`src/rtl/enemy_field_ctrl.sv`:
```
// Falling-enemy column controller: holds per-lane y positions, advances them once per
// frame and sequences the renderer through draw/erase passes with a req/done handshake.
module enemy_field_ctrl #(
  parameter int NUM_ENEMIES = 10,
  parameter int Y_W         = 8,
  parameter int Y_MAX       = 120,
  parameter int RATE_W      = 2,
  parameter int WAIT_CYCLES = 1666667,
  parameter bit WRAP        = 1'b0
) (
  input  logic                               clk,
  input  logic                               reset,
  input  logic                               enable,
  input  logic                               restart,
  input  logic [$clog2(NUM_ENEMIES+1)-1:0]   active_count,
  input  logic [RATE_W-1:0]                  flying_rate,
  input  logic [NUM_ENEMIES-1:0]             destroy,
  input  logic                               render_done,
  output logic                               render_req,
  output logic                               render_erase,
  output logic [NUM_ENEMIES*Y_W-1:0]         y_out,
  output logic [NUM_ENEMIES-1:0]             vis,
  output logic                               frame_tick,
  output logic [NUM_ENEMIES-1:0]             edge_hit,
  output logic                               game_over
);

  localparam int CNT_W  = $clog2(NUM_ENEMIES+1);
  localparam int WAIT_W = $clog2(WAIT_CYCLES);
  localparam logic [Y_W:0]        Y_MAX_EXT = (Y_W+1)'(Y_MAX);
  localparam logic [WAIT_W-1:0]   WAIT_LAST = WAIT_W'(WAIT_CYCLES-1);

  typedef enum logic [2:0] {
    S_DRAW, S_WAIT, S_ERASE, S_UPDATE, S_CHECK, S_OVER
  } state_t;

  state_t                  state_reg;
  logic [WAIT_W-1:0]       wait_cnt_reg;
  logic [NUM_ENEMIES-1:0]  pending_kill_reg;
  logic [Y_W-1:0]          y_reg [NUM_ENEMIES];

  logic [CNT_W-1:0]        act_next;
  logic [NUM_ENEMIES-1:0]  kill_now;
  logic [NUM_ENEMIES-1:0]  vis_next;
  logic [NUM_ENEMIES-1:0]  hit_next;
  logic [Y_W-1:0]          y_next [NUM_ENEMIES];

  assign act_next = (active_count > CNT_W'(NUM_ENEMIES)) ? CNT_W'(NUM_ENEMIES) : active_count;
  // A kill arriving in the update cycle itself still counts for that update.
  assign kill_now = pending_kill_reg | destroy;

  generate
    for (genvar gi = 0; gi < NUM_ENEMIES; gi++) begin : g_lane
      logic [Y_W:0] sum;
      assign sum          = {1'b0, y_reg[gi]} + (Y_W+1)'(flying_rate);
      assign vis_next[gi] = (CNT_W'(gi) < act_next);
      assign hit_next[gi] = vis_next[gi] && !kill_now[gi] && (sum >= Y_MAX_EXT);
      assign y_next[gi]   = (!vis_next[gi] || kill_now[gi]) ? '0 :
                            (sum >= Y_MAX_EXT) ? (WRAP ? '0 : Y_W'(Y_MAX)) :
                            sum[Y_W-1:0];
      assign y_out[gi*Y_W +: Y_W] = y_reg[gi];
    end
  endgenerate

  always_ff @(posedge clk or posedge reset) begin
    if (reset) begin
      state_reg        <= S_DRAW;
      wait_cnt_reg     <= '0;
      pending_kill_reg <= '0;
      for (int i = 0; i < NUM_ENEMIES; i++) y_reg[i] <= '0;
      vis              <= '0;
      edge_hit         <= '0;
      render_req       <= 1'b0;
      render_erase     <= 1'b0;
      frame_tick       <= 1'b0;
      game_over        <= 1'b0;
    end else begin
      frame_tick <= 1'b0;
      if (state_reg != S_OVER && state_reg != S_UPDATE)
        pending_kill_reg <= pending_kill_reg | destroy;

      case (state_reg)
        S_DRAW: begin
          // done only counts once our registered request is actually visible
          if (render_req && render_done) begin
            render_req <= 1'b0;
            state_reg  <= S_WAIT;
          end else begin
            render_req   <= 1'b1;
            render_erase <= 1'b0;
          end
        end
        S_WAIT: begin
          if (enable) begin
            if (wait_cnt_reg == WAIT_LAST) begin
              wait_cnt_reg <= '0;
              state_reg    <= S_ERASE;
            end else begin
              wait_cnt_reg <= wait_cnt_reg + 1'b1;
            end
          end
        end
        S_ERASE: begin
          if (render_req && render_done) begin
            render_req   <= 1'b0;
            render_erase <= 1'b0;
            frame_tick   <= 1'b1;
            state_reg    <= S_UPDATE;
          end else begin
            render_req   <= 1'b1;
            render_erase <= 1'b1;
          end
        end
        S_UPDATE: begin
          for (int i = 0; i < NUM_ENEMIES; i++) y_reg[i] <= y_next[i];
          edge_hit         <= hit_next;
          vis              <= vis_next;
          pending_kill_reg <= '0;
          state_reg        <= S_CHECK;
        end
        S_CHECK: begin
          if ((|edge_hit) && !WRAP) begin
            game_over <= 1'b1;
            state_reg <= S_OVER;
          end else begin
            state_reg <= S_DRAW;
          end
        end
        S_OVER: begin
          if (restart) begin
            for (int i = 0; i < NUM_ENEMIES; i++) y_reg[i] <= '0;
            edge_hit         <= '0;
            pending_kill_reg <= '0;
            game_over        <= 1'b0;
            state_reg        <= S_DRAW;
          end
        end
        default: state_reg <= S_DRAW;
      endcase
    end
  end

endmodule

```
`config.mk`:
```
export PLATFORM = sky130hd
export DESIGN_NAME = enemy_field_ctrl
export DESIGN_NICKNAME = d
export VERILOG_FILES = /design/src/rtl/enemy_field_ctrl.sv
export SDC_FILE = /design/constraint.sdc
export NUM_CORES = 1
export LEC_CHECK = 0
export CORE_AREA = 2 2 160 178
export DETAILED_ROUTE_END_ITERATION = 10
export DIE_AREA = 0 0 162 180
export PLACE_DENSITY = 0.59
export SYNTH_ARGS = -nofsm -noshare
export SYNTH_HDL_FRONTEND = slang
export SYNTH_SLANG_ARGS = --single-unit
```
`constraint.sdc`:
```
create_clock -name clk -period 4.9 [get_ports clk]
set_input_delay 1.47 -clock clk [delete_from_list [all_inputs] [get_ports clk]]
set_output_delay 1.47 -clock clk [all_outputs]
set_load 0.02 [all_outputs]
```
; ---- Yosys cells after proc, flatten, opt, wreduce, memory -nomap -nowiden
; Cells that the tools add are included.
[word_totals]
regBits = 138
output_inout_bits = 104
wordCells = 174
[op_classes]
addsub = 11
magnitude_cmp = 21
eq_ne = 15
mux = 44
n_bitwise = 1
reduce_logical = 63
[op_table]
columns = operator, count
row1 = 8-bit 2-to-1 mux, 20
row2 = 80-bit one-hot mux with 2 select lines, 1
row3 = 8-bit by 2-bit adder with 9-bit output, 10
row4 = 9-bit by 7-bit >= comparator with 1-bit output (second input constant), 10
row5 = 80-bit 2-to-1 mux, 1
row6 = 10-bit one-hot mux with 2 select lines, 2
row7 = 10-bit 2-to-1 mux, 3
row8 = 1-bit logical AND, 22
row9 = 21-bit by 1-bit adder with 21-bit output (second input constant), 1
row10 = 21-bit == test (second input constant), 1
row11 = 21-bit 2-to-1 mux, 1
row12 = 1-bit logical NOT, 20
row13 = 3-bit 2-to-1 mux, 6
row14 = 3-bit one-hot mux with 6 select lines, 1
row15 = 3-bit by 4-bit less-than comparator with 1-bit output (first input constant), 4
row16 = 2-bit inequality test (second input constant), 7
row17 = 1-bit logical OR, 10
row18 = 10-bit bitwise OR, 1
row19 = 10-bit OR reduction, 1
row20 = 1-bit by 4-bit less-than comparator with 1-bit output (first input constant), 2
row21 = 2-bit by 4-bit less-than comparator with 1-bit output (first input constant), 2
row22 = 4-bit less-than comparator (first input constant), 2
row23 = 3-bit by 2-bit == test with 1-bit output (second input constant), 2
row24 = 3-bit == test (second input constant), 2
row25 = 13 further kinds, 23

; ---- Depth between registers and ports, before layout
[depth]
depth_word = 7
ltp_mapped = 9

; ---- Least setup slack after synthesis
; OpenSTA, ideal clock, no wires.
[synth_timing]
path_type = input to register
from = input flying_rate[1]
to = register y_reg (netlist bit y_out[34])
setup_time_ns = 0.066
t_arrival_ns = 3.457
required_ns = 4.834
setup_slack_ns = 1.377
path_stages = 8
path_buffers = 1
cell_sequence = inv_1 fa_1 nor2b_1 buf_2 xnor2_1 a311o_1 a2111oi_0 a221o_1
[synth_between]
elab_chain_len = 5
[synth_lines]
columns = item, line
row1 = "start, declared", 16  ; input logic [RATE_W-1:0] flying_rate,
row2 = 8-bit by 2-bit adder with 9-bit output (*), 55  ; assign sum = {1'b0, y_reg[gi]} + (Y_W+1)'(flying_rate);
row3 = 9-bit by 7-bit >= comparator with 1-bit output, 59  ; (sum >= Y_MAX_EXT) ? (WRAP ? '0 : Y_W'(Y_MAX)) :
row4 = 8-bit 2-to-1 mux (*), 59
row5 = 8-bit 2-to-1 mux (*), 58  ; assign y_next[gi] = (!vis_next[gi] || kill_now[gi]) ? '0 :
row6 = 80-bit one-hot mux with 2 select lines (*), 82  ; case (state_reg)
row7 = "end, declared", 40  ; logic [Y_W-1:0] y_reg [NUM_ENEMIES];
; Every way passes the cells marked *; elsewhere a longest branch is shown, timed or not.
; A chain may end at the register's enable or synchronous reset.

; ---- Worst setup path in the final report
[layout_timing]
from = input flying_rate[0]
to = register y_reg (netlist bit y_out[34])
; The elaborated chain is that of the path after synthesis.

==> metrics.cfg <==
[status]
status = finished, final reports clean

[synth]
synth_edf_count = 0
netlist_area_um2 = 8080
synth_seq_cells = 138
syn_area_per_cell_um2 = 9.11
ys_warn_count = 0
yosysTopAreaCellShare = 0.428
synth_cells = 887
synth.distinct_cells = 78
synthFlopType = dfrtp_1
seq_area_frac_synth = 0.428
synth_area_leaders = dfrtp_1 (43%), nand2_1 (3.7%), ha_1 (3.4%), a21oi_1 (3.2%), o21ai_0 (3.2%)
yosys.area.top_type = dfrtp_1
syn-num-nets = 940
async_flop_share = 1.00

[worst_setup_path]
path_max_fanout = 7
end_kind = flip-flop
r2r-end = y_out[34]
r2r_start = y_out[32]
cp-start-kind = input port
required_ns = 5.25
crit_type = input port to flip-flop
r2r_slack_ns = 2.26
arrival_ns = 4.54
ff2ff_path_depth = 8

[die]
die_h_um = 180
start_util = 0.295
fp.coreArea_um2 = 27400
dieWidth_um = 162
io_pins = 125
die_area_um2 = 29200
rows = 64

[detailed_routing]
ant_nets = 0
drc = 0
via_count = 7314
initialDrtViolationCount = 367
wirelength_mm = 23.2
via_per_inst = 5.30
firstDrtPassIters = 5
wl_per_cell_um = 16.8

[global_route]
track_usage = 0.163
grt_pass1_vias = 7073
antenna_found_initial = 1
overflow = 0
grt_start_max_net_pins = 70
grt_pass1_wl_mm = 38.2

[placement]
io_buffers = 124
gp_congestion = 0.876
dp_hpwl_mm = 16.7

[cts]
clkTransAtPathRegs_ns = 0.06
clock-root-buffer = clkbuf_16
post_cts_resized = 0
tritoncts = built
post_cts.repair.setup_buffers = 0
htreeDepth = 4
cts_buffers = 17
cts_buffer_depth = 2
clkLatencyLatePin_ns = 0.42
cts.sinks = 138
holdBufCountCts = 0

[power]
leakagePower_uw = 0.00432
power_density_nw_per_um2 = 274
ir_worst_vdd_mv = 0.219

[hold_path]
min-delay-start = vis[4]
worstHoldPathCells = 2
worst_hold_path_type = flip-flop to flip-flop
whs_endpoint = vis[4]

[sta]
min_period_over_period = 0.854
relSlewSlack = 0.302
setup-tns-final_ns = 0
max_freq_mhz = 239
finClkSkew_ns = 0.00875
period_minus_slack_ns = 4.19
hold_violations = 0
setup_viol = 0
final_max_slew_viol_count = 0
worstMarginPinSlew_ns = 1.04
rsz0062_at_grt = false

[job]
maxCapViolCount = 0

[cells_and_area]
syn_to_final_growth_pct = 28.2
drive_gt1_frac = 0.0639
final_cell_mix = dfrtp_1 (138), clkdlybuf4s50_1 (124), nand2_1 (78)
largest_reg_flops = 80
final_util = 0.378
fin_nets = 1057
layout.cells.most_common = dfrtp_1

==> report_power, final <==
| group | switching (µW) | internal, µW | total [µW] |
|---|---|---|---|
| combinational | 140 | 107 | 247 |
| clock | 545 | 814 | 1360 |
| sequential | 56.9 | 1180 | 1230 |
==> Yosys cell counts (all sizes together) (4+ instances only) <==
library cell,instances
ha,22
o21ai,100
or4,11
or3,7
buf,14
xnor2,9
nor3b,4
mux2,5
nor2b,12
nand2b,13
a31oi,15
and3b,6
a32o,6
a22o,20
nor3,33
nor2,57
mux2i,4
o22ai,4
nand2,79
inv,50
fa,10
a21o,13
nor4,16
and3,15
a221o,6
nand3,28
clkbuf,26
a2111oi,7
o31ai,9
a21oi,51
a211o,6
dfrtp,138
and2,17
nand3b,4
a2bb2oi,4
nand4,9
xor2,9
==> through the flow <==
step	setup slack [ns]	area, µm²	cells	total power (µW)	hold slack, ns
2_1_floorplan	1.38	8080	887	1400	0.456
3_3_place_gp	0.375	9740	1348	1500	0.461
3_5_place_dp	0.325	9740	1348	1500	0.462
4_1_cts	0.757	10300	1380	2870	0.489
5_1_grt	0.472	10300	1380	2960	0.512
6_report	0.715	10400	1381	2840	0.486
==> worst max-delay path by stage <==
stage | startpoint | end | slack, ns | depth (start not counted)
final | flying_rate[0] | y_out[34] | 0.71 | 9
after global routing | flying_rate[0] | y_out[34] | 0.47 | 9
after CTS | flying_rate[0] | y_out[34] | 0.76 | 9
after detailed placement | flying_rate[0] | y_out[34] | 0.33 | 9
after global placement | flying_rate[0] | y_out[34] | 0.37 | 9
after floorplan | flying_rate[1] | y_out[34] | 1.38 | 8
==> area by class of cell <==
type                            count  area [µm²]
Tap cell                          363         454
Antenna cell                        1        2.50
Timing Repair Buffer              138        1370
Multi-Input combinational cell    658        4260
Fill cell                        2750       17000
Inverter                           51         195
Sequential cell                   138        3450
Clock buffer                       18         429
Clock inverter                     14         185
==> metal layers <==
metal / vias to the layer above / GRT usage / share of wire
met5: - / 0 / 0
met4: 0 / 0.0524 / 0.017
met3: 23 / 0.0418 / 0.061
met2: 204 / 0.255 / 0.46
met1: 3571 / 0.219 / 0.46
li1: 3516 / - / -
==> cells by family after synthesis <==
logic type | share of synthesized area
muxes | 0.0119
AOI/OAI and AO/OA | 0.224
adders and majority gates | 0.0589
xor gates and xnor gates | 0.0195
and+or+nand+nor | 0.213
DFF | 0.428
buffers and inverters | 0.0451
==> worst max-delay path, stage by stage <==
cell and delay (ns):
clkdlybuf4s50_1 0.80, ha_1 0.29, inv_1 0.06, fa_1 0.40
nor2b_1 0.41, xnor2_1 0.12, a311o_1 0.41, a2111oi_0 0.41
a221o_1 0.16
No activity file was read; power rests on OpenSTA's default activity.
